File: src/rtl/gen_reg_file_if.sv
// Bus bundle for the six-entry register bank: one address, one access mode,
// write data in and combinational read data out.
interface gen_reg_file_if;
  logic [1:0]  addr_sel;
  logic [9:0]  addr;
  logic [19:0] data_in;
  logic [19:0] data_out;

  modport master (output addr_sel, output addr, output data_in, input data_out);
  modport slave  (input addr_sel, input addr, input data_in, output data_out);
endinterface

File: src/rtl/gen_reg_file.sv
// Six 20-bit registers with full-word and half-word access through one
// shared address/mode; writes on every edge unless mode 11 or out of range.
module gen_reg_file (
  input  logic           clk,
  input  logic           rst,
  gen_reg_file_if.slave  bus
);

  localparam int N_REGS = 6;

  logic [19:0] regs_q [N_REGS];
  logic [19:0] regs_d [N_REGS];
  logic [19:0] rd_data;

  always_comb begin
    for (int i = 0; i < N_REGS; i++) begin
      regs_d[i] = regs_q[i];
      if (bus.addr == 10'(i)) begin
        unique case (bus.addr_sel)
          2'b00:   regs_d[i] = bus.data_in;
          2'b01:   regs_d[i] = {bus.data_in[9:0], regs_q[i][9:0]};
          2'b10:   regs_d[i] = {regs_q[i][19:10], bus.data_in[9:0]};
          default: regs_d[i] = regs_q[i];
        endcase
      end
    end
  end

  // Half-word reads are right-justified and zero-extended.
  always_comb begin
    rd_data = '0;
    for (int i = 0; i < N_REGS; i++) begin
      if (bus.addr == 10'(i)) begin
        unique case (bus.addr_sel)
          2'b01:   rd_data = {10'b0, regs_q[i][19:10]};
          2'b10:   rd_data = {10'b0, regs_q[i][9:0]};
          default: rd_data = regs_q[i];
        endcase
      end
    end
  end

  assign bus.data_out = rd_data;

  always_ff @(posedge clk or posedge rst) begin
    if (rst) begin
      for (int i = 0; i < N_REGS; i++) regs_q[i] <= '0;
    end else begin
      for (int i = 0; i < N_REGS; i++) regs_q[i] <= regs_d[i];
    end
  end

endmodule

File: src/flat_wrapper.sv
// flat-port wrapper written by rule: the top's interface ports become plain ports
module gen_reg_file_flat 
  (clk, rst, bus_addr_sel, bus_addr, bus_data_in, bus_data_out);
  gen_reg_file_if bus_i ();
  input  logic clk;
  input  logic rst;
  input wire logic [$bits(bus_i.addr_sel)-1:0] bus_addr_sel;
  input wire logic [$bits(bus_i.addr)-1:0] bus_addr;
  input wire logic [$bits(bus_i.data_in)-1:0] bus_data_in;
  output wire logic [$bits(bus_i.data_out)-1:0] bus_data_out;
  assign bus_i.addr_sel = bus_addr_sel;
  assign bus_i.addr = bus_addr;
  assign bus_i.data_in = bus_data_in;
  assign bus_data_out = bus_i.data_out;
  gen_reg_file u_core (.clk(clk), .rst(rst), .bus(bus_i));
endmodule
File: config.mk
export PLATFORM = sky130hd
export DESIGN_NAME = gen_reg_file_flat
export DESIGN_NICKNAME = d
export VERILOG_FILES = /design/src/rtl/gen_reg_file_if.sv /design/src/rtl/gen_reg_file.sv /design/src/flat_wrapper.sv
export SDC_FILE = /design/constraint.sdc
export NUM_CORES = 1
export LEC_CHECK = 0
export ABC_AREA = 1
export BUFFER_PORTS_ARGS = -buffer_cell sky130_fd_sc_hd__buf_2
export CAP_MARGIN = 10
export CORE_ASPECT_RATIO = 1.5
export CORE_UTILIZATION = 65
export DETAILED_ROUTE_END_ITERATION = 7
export GPL_ROUTABILITY_DRIVEN = 0
export PLACE_DENSITY = 0.86
export REMOVE_ABC_BUFFERS = 1
export SYNTH_ARGS = -nofsm -noshare
export SYNTH_HDL_FRONTEND = slang
export SYNTH_SLANG_ARGS = --single-unit
File: constraint.sdc
create_clock -name clk -period 6.6 [get_ports clk]
set_input_delay 0 -clock clk [delete_from_list [all_inputs] [get_ports clk]]
set_output_delay 0 -clock clk [all_outputs]
set_load 0.05 [all_outputs]
======== Yosys cells after proc, flatten, opt, wreduce, memory -nomap -nowiden ========
Cells that the tools add are included.
word-level totals
  bits in registers ....................... 120
  output and inout bits ................... 20
  RAM bits ................................ 0
  bits in read-only memories .............. 0
  word-level logic and storage cells ...... 50
  latch bits .............................. 0
  memories kept ........................... 0
  input port bits ......................... 34
operators by class
  muxes and demuxes ....................... 13
  multiply operators ...................... 0
  equality and inequality tests ........... 7
  $add $sub $neg .......................... 0
  reduce and logical (&&, ||, !) cells .... 16
  shift-type cells ........................ 0
  bitwise gates (word level) .............. 2
  $lt $le $gt $ge ......................... 0
  divide/modulo/power cells ............... 0
operator list
  kind                                                                    count
  20-bit one-hot mux with 2 select lines                                  6
  20-bit two-way mux                                                      6
  20-bit one-hot mux with 3 select lines                                  1
  3-bit AND reduction                                                     12
  10-bit by 2-bit equality test with 1-bit output, second input constant  2
  10-bit by 3-bit equality test with 1-bit output, second input constant  2
  10-bit by 1-bit equality test with 1-bit output, second input constant  1
  10-bit zero test                                                        1
  2-bit nonzero test                                                      2
  2-bit by 1-bit equality test with 1-bit output, second input constant   1
  2-bit equality test, second input constant                              1
  2-bit zero test                                                         1
  1-bit inverter                                                          2

======== Longest topological paths before layout ========
  depth after elaboration ................. 8
  depth in mapped cells ................... 15
  gate-level depth less buffers ........... 13

======== Worst setup path after synthesis ========
Ideal clock, no wire load.
  kind .................................... input to output
  start ................................... input bus_addr_sel[0]
  end ..................................... output bus_data_out[5]
  stages .................................. 10
  path buffers ............................ 3
  setup slack ............................. 4.891 ns
  data arrival time ....................... 1.709 ns
  cells stage by stage .................... inv_1 -> ha_1 -> buf_4 -> nand2_2 -> inv_1 -> buf_4 -> buf_2 -> a22o_1 -> nand2_1 -> nand4_1
on the way
  longest elaborated chain between the ends .. 8
RTL lines
  what                                                                                          line                source
  from (decl)                                                                                   flat_wrapper.sv:7   input wire logic [$bits(bus_i.addr_sel)-1:0] bus_addr_sel;
  2-bit equality test / 2-bit by 1-bit equality test with 1-bit output (equally long branches)  gen_reg_file.sv:34  unique case (bus.addr_sel)
  20-bit one-hot mux with 2 select lines                                                        gen_reg_file.sv:34
  20-bit two-way mux (5 in series)                                                              gen_reg_file.sv:33  if (bus.addr == 10'(i)) begin
  20-bit two-way mux *                                                                          gen_reg_file.sv:33
  to (decl)                                                                                     flat_wrapper.sv:10  output wire logic [$bits(bus_i.data_out)-1:0] bus_data_out;
Every way passes the cells marked *; elsewhere a longest branch is shown, timed or not.

======== Final worst setup path ========
  start ................................... input bus_addr_sel[0]
  end ..................................... output bus_data_out[9]
Same word-level chain as after synthesis.

==> flow_summary.toml <==
[timing]
layout_setup_ws_ps = 3580
slew_headroom_pct = 14.3
post-route-period-util_pct = 45.8
rsz0062_at_grt = "no"
tightest_slew_ps = 1280
final-max-slew-violation-count = 0
hold_violations = 0
setup_viol = 0
finalCriticalPeriod_ps = 3020
clock.fmax_mhz = 331
fin_tns_setup_ps = 0
fin_skew_ps = 0

[power_and_ir_drop]
switching_share_pct = 24.8
pwr-share-clk_pct = 52.4
power_frac_seq_pct = 41.1
netSwitchingPower_mw = 0.450
total_leakage_power_nw = 3.28
irDropWorstVdd_mv = 0.243
p_comb_share_pct = 6.5
power.density_nw_per_um2 = 252
p_int_mw = 1.36

[die]
initial_core_util_pct = 68.1
die_h_um = 123
die_width_um = 82.9
rows = 43
num_io_pins = 54
die-area_um2 = 10200
core_um2 = 9360

[critical_path]
cp-endpoint = "bus_data_out[9]"
arrival_ps = 3020
crit_path_start = "bus_addr_sel[0]"
r2r_slack_ps = 5820
crit_path_frequent_cell = "nand2_1"
critPathBufInv = 5
crit_path_start_kind = "input port"
path_depth = 15
max_stage_delay_ps = 860
end_kind = "output port"
timing.rr.start = "u_core.regs_q[119]$_DFFE_PP0P_"
cp.required_ps = 6600
cp_top_family = "buffers and inverters"
worst_path_max_delay_cell = "inv_2"
r2r_end = "u_core.regs_q[119]$_DFFE_PP0P_"
critical_path_class = "input port to output port"
critPathMaxFanout = 67
worst-r2r-cell-count = 2
crit_chain = "buf_2 -> inv_1 -> ha_1 -> inv_2 -> nor2_1 -> inv_2 -> nand2_1 -> nand2_1 -> nand2_1 -> nand2_1 -> a21oi_1 -> o21ai_1 -> nand2_1 -> nand2_1 -> buf_2"

[routing]
wl_um = 19300
vias = 6293
ant_nets = 0
drtIter0Drc = 946
drtPass1Iterations = 6
avgRoutedWirePerCell_um = 20.1
drc = 0
via_per_inst = 6.56

[logic_synthesis]
ys_types = 33
synth_compound_area_share_pct = 19.1
synth_mux_area_share_pct = 0
synth-warning-count = 0
synthCells = 801
synth-edff-count = 0
synthSimpleGateAreaFrac_pct = 26.3
synthFlopType = "dfrtp_1"
synth_fa_ha_area_share_pct = 0.589
syn-cell-area_um2 = 6370
ys_ff_latch = 120
synth_top_family_by_area = "simple AND/OR/NAND/NOR gates"
synth_xor_area_share_pct = 0
async_flop_share_pct = 100
yosysSeqAreaShare_pct = 47.1
synth_area_per_cell_um2 = 7.96

[cells_and_area]
final.fill_count = 654
nets = 871
stdcell_count = 959
top_regs = "u_core.regs_q: 120 flops"
syn2layout_area_growth_pct = 12.8
largest-register = "u_core.regs_q"
multiInputGateArea_um2 = 2930
fin_util_pct = 76.8
final_cell_area_um2 = 7190
diodes = 0
seqCellArea_um2 = 3000
largest_reg_flops = 120
drive_above_1_share_pct = 13.8

[clock_network]
post_cts_buffers = 0
postCtsResizedCells = 0
hold_buffers = 9
cts_root_buf = "clkbuf_16"
clk_latency_ps = 420
cts_buffers = 17
cts.sinks = 120
htree_levels = 4
cts.clk_slew.worst_paths_ps = 60
cts_tree = "built"
clock_path_buffers = 2

[grt]
top_usage_layer = "met2"
antenna_found_initial = 0
groute.layer.met3.usage_pct = 10.5
grt_use_met2_pct = 62.2
grt_max_degree = 74
grt_pass1_vias = 6051
grtUsageMet1_pct = 46.4
grt_pass1_wl_um = 30100
grt_overflow = 0
track_usage_pct = 38.8

[job]
maxCapViolCount = 0

[placement]
port_buffers = 53
hpwlAfterDp_um = 11000
place_ws_ps = 3710
dp_cells = 918
dpl_cell_area_um2 = 6500

[worst_hold_path]
hold_class = "input port to flop"
min_from = "bus_data_in[8]"

[run_status]
outcome = "finished, final reports clean"
[cell families (layout without fill, tap and decap cells)]
group | Yosys count | in the layout
buf+inv | 88 | 134
simple gates | 378 | 378
flops | 120 | 120
compound gates | 212 | 212
fa+ha+maj | 3 | 3
[synth_stat cells (3+ instances only)]
cell      instances  area, um^2
o21ai_2           3        26.3
nor3_1            3        15.0
nor2_4            5        56.3
a31oi_1          13        81.3
o21ai_0          68         340
buf_6             5        56.3
clkbuf_1         10        37.5
inv_1            33         124
nand3_1          29         145
buf_2            24         120
nand3_4           4        70.1
nor2_2            3        18.8
buf_4             8        60.1
nor2_1           17        63.8
o21ai_1          72         360
nand4_1          15        93.8
nand2_1         291        1090
dfrtp_1         120        3000
inv_2             6        22.5
ha_1              3        37.5
a22o_1           33         289
a21oi_1          20         100
[worst register-to-register path, stage by stage (launching register included)]
cell and delay [ps]:
dfrtp_1 420, nand2_1 100, o21ai_0 110
[power by group through the flow]
| stage | clock (mW) | combinational (mW) | sequential [mW] |
|---|---|---|---|
| floorplan | 0 | 0.0701 | 0.757 |
| global placement | 0 | 0.106 | 0.758 |
| detailed placement | 0 | 0.110 | 0.758 |
| CTS | 0.942 | 0.115 | 0.746 |
| global route | 0.976 | 0.128 | 0.746 |
| finish | 0.950 | 0.117 | 0.746 |
[how the worst min path moves through the flow]
stage | end | slack [ps] | cells after the start
floorplan | u_core.regs_q[23]$_DFFE_PP0P_ | 240 | 2
global placement | u_core.regs_q[46]$_DFFE_PP0P_ | 100 | 2
detailed placement | u_core.regs_q[31]$_DFFE_PP0P_ | 110 | 2
CTS | u_core.regs_q[68]$_DFFE_PP0P_ | 5 | 3
global route | u_core.regs_q[23]$_DFFE_PP0P_ | 30 | 3
finish | u_core.regs_q[68]$_DFFE_PP0P_ | 6 | 3
[placed cells by master (no fill, tap or decap), drive strengths merged, types with 17 or more instances in the layout]
master / synthesis / routed
inv: 39 / 40
dfrtp: 120 / 120
a22o: 33 / 33
nor2: 27 / 27
a21oi: 20 / 20
o21ai: 143 / 143
nand3: 33 / 33
buf: 38 / 54
clkbuf: 11 / 17
nand2: 294 / 294
[routing by layer]
metal | vias to the layer above | routed length [um]
met5 | - | 0
met4 | 0 | 1090
met3 | 104 | 2110
met2 | 465 | 9120
met1 | 2961 | 6930
li1 | 2763 | -
[through the flow]
step / hold slack [ps] / power [mW]
floorplan: 236 / 0.827
global placement: 96.7 / 0.864
detailed placement: 106 / 0.868
CTS: 4.58 / 1.80
global route: 28.4 / 1.85
finish: 6.17 / 1.81
[area by class of cell]
class / count / share of cell area (%)
clock inverters: 15 / 2.49
well taps: 112 / 1.95
flip-flops and latches: 120 / 41.8
multi-input cells: 593 / 40.8
repair buffers: 63 / 5.05
clock buffers: 17 / 5.92
inverters: 39 / 2.07
No activity file was read; power rests on OpenSTA's default activity.
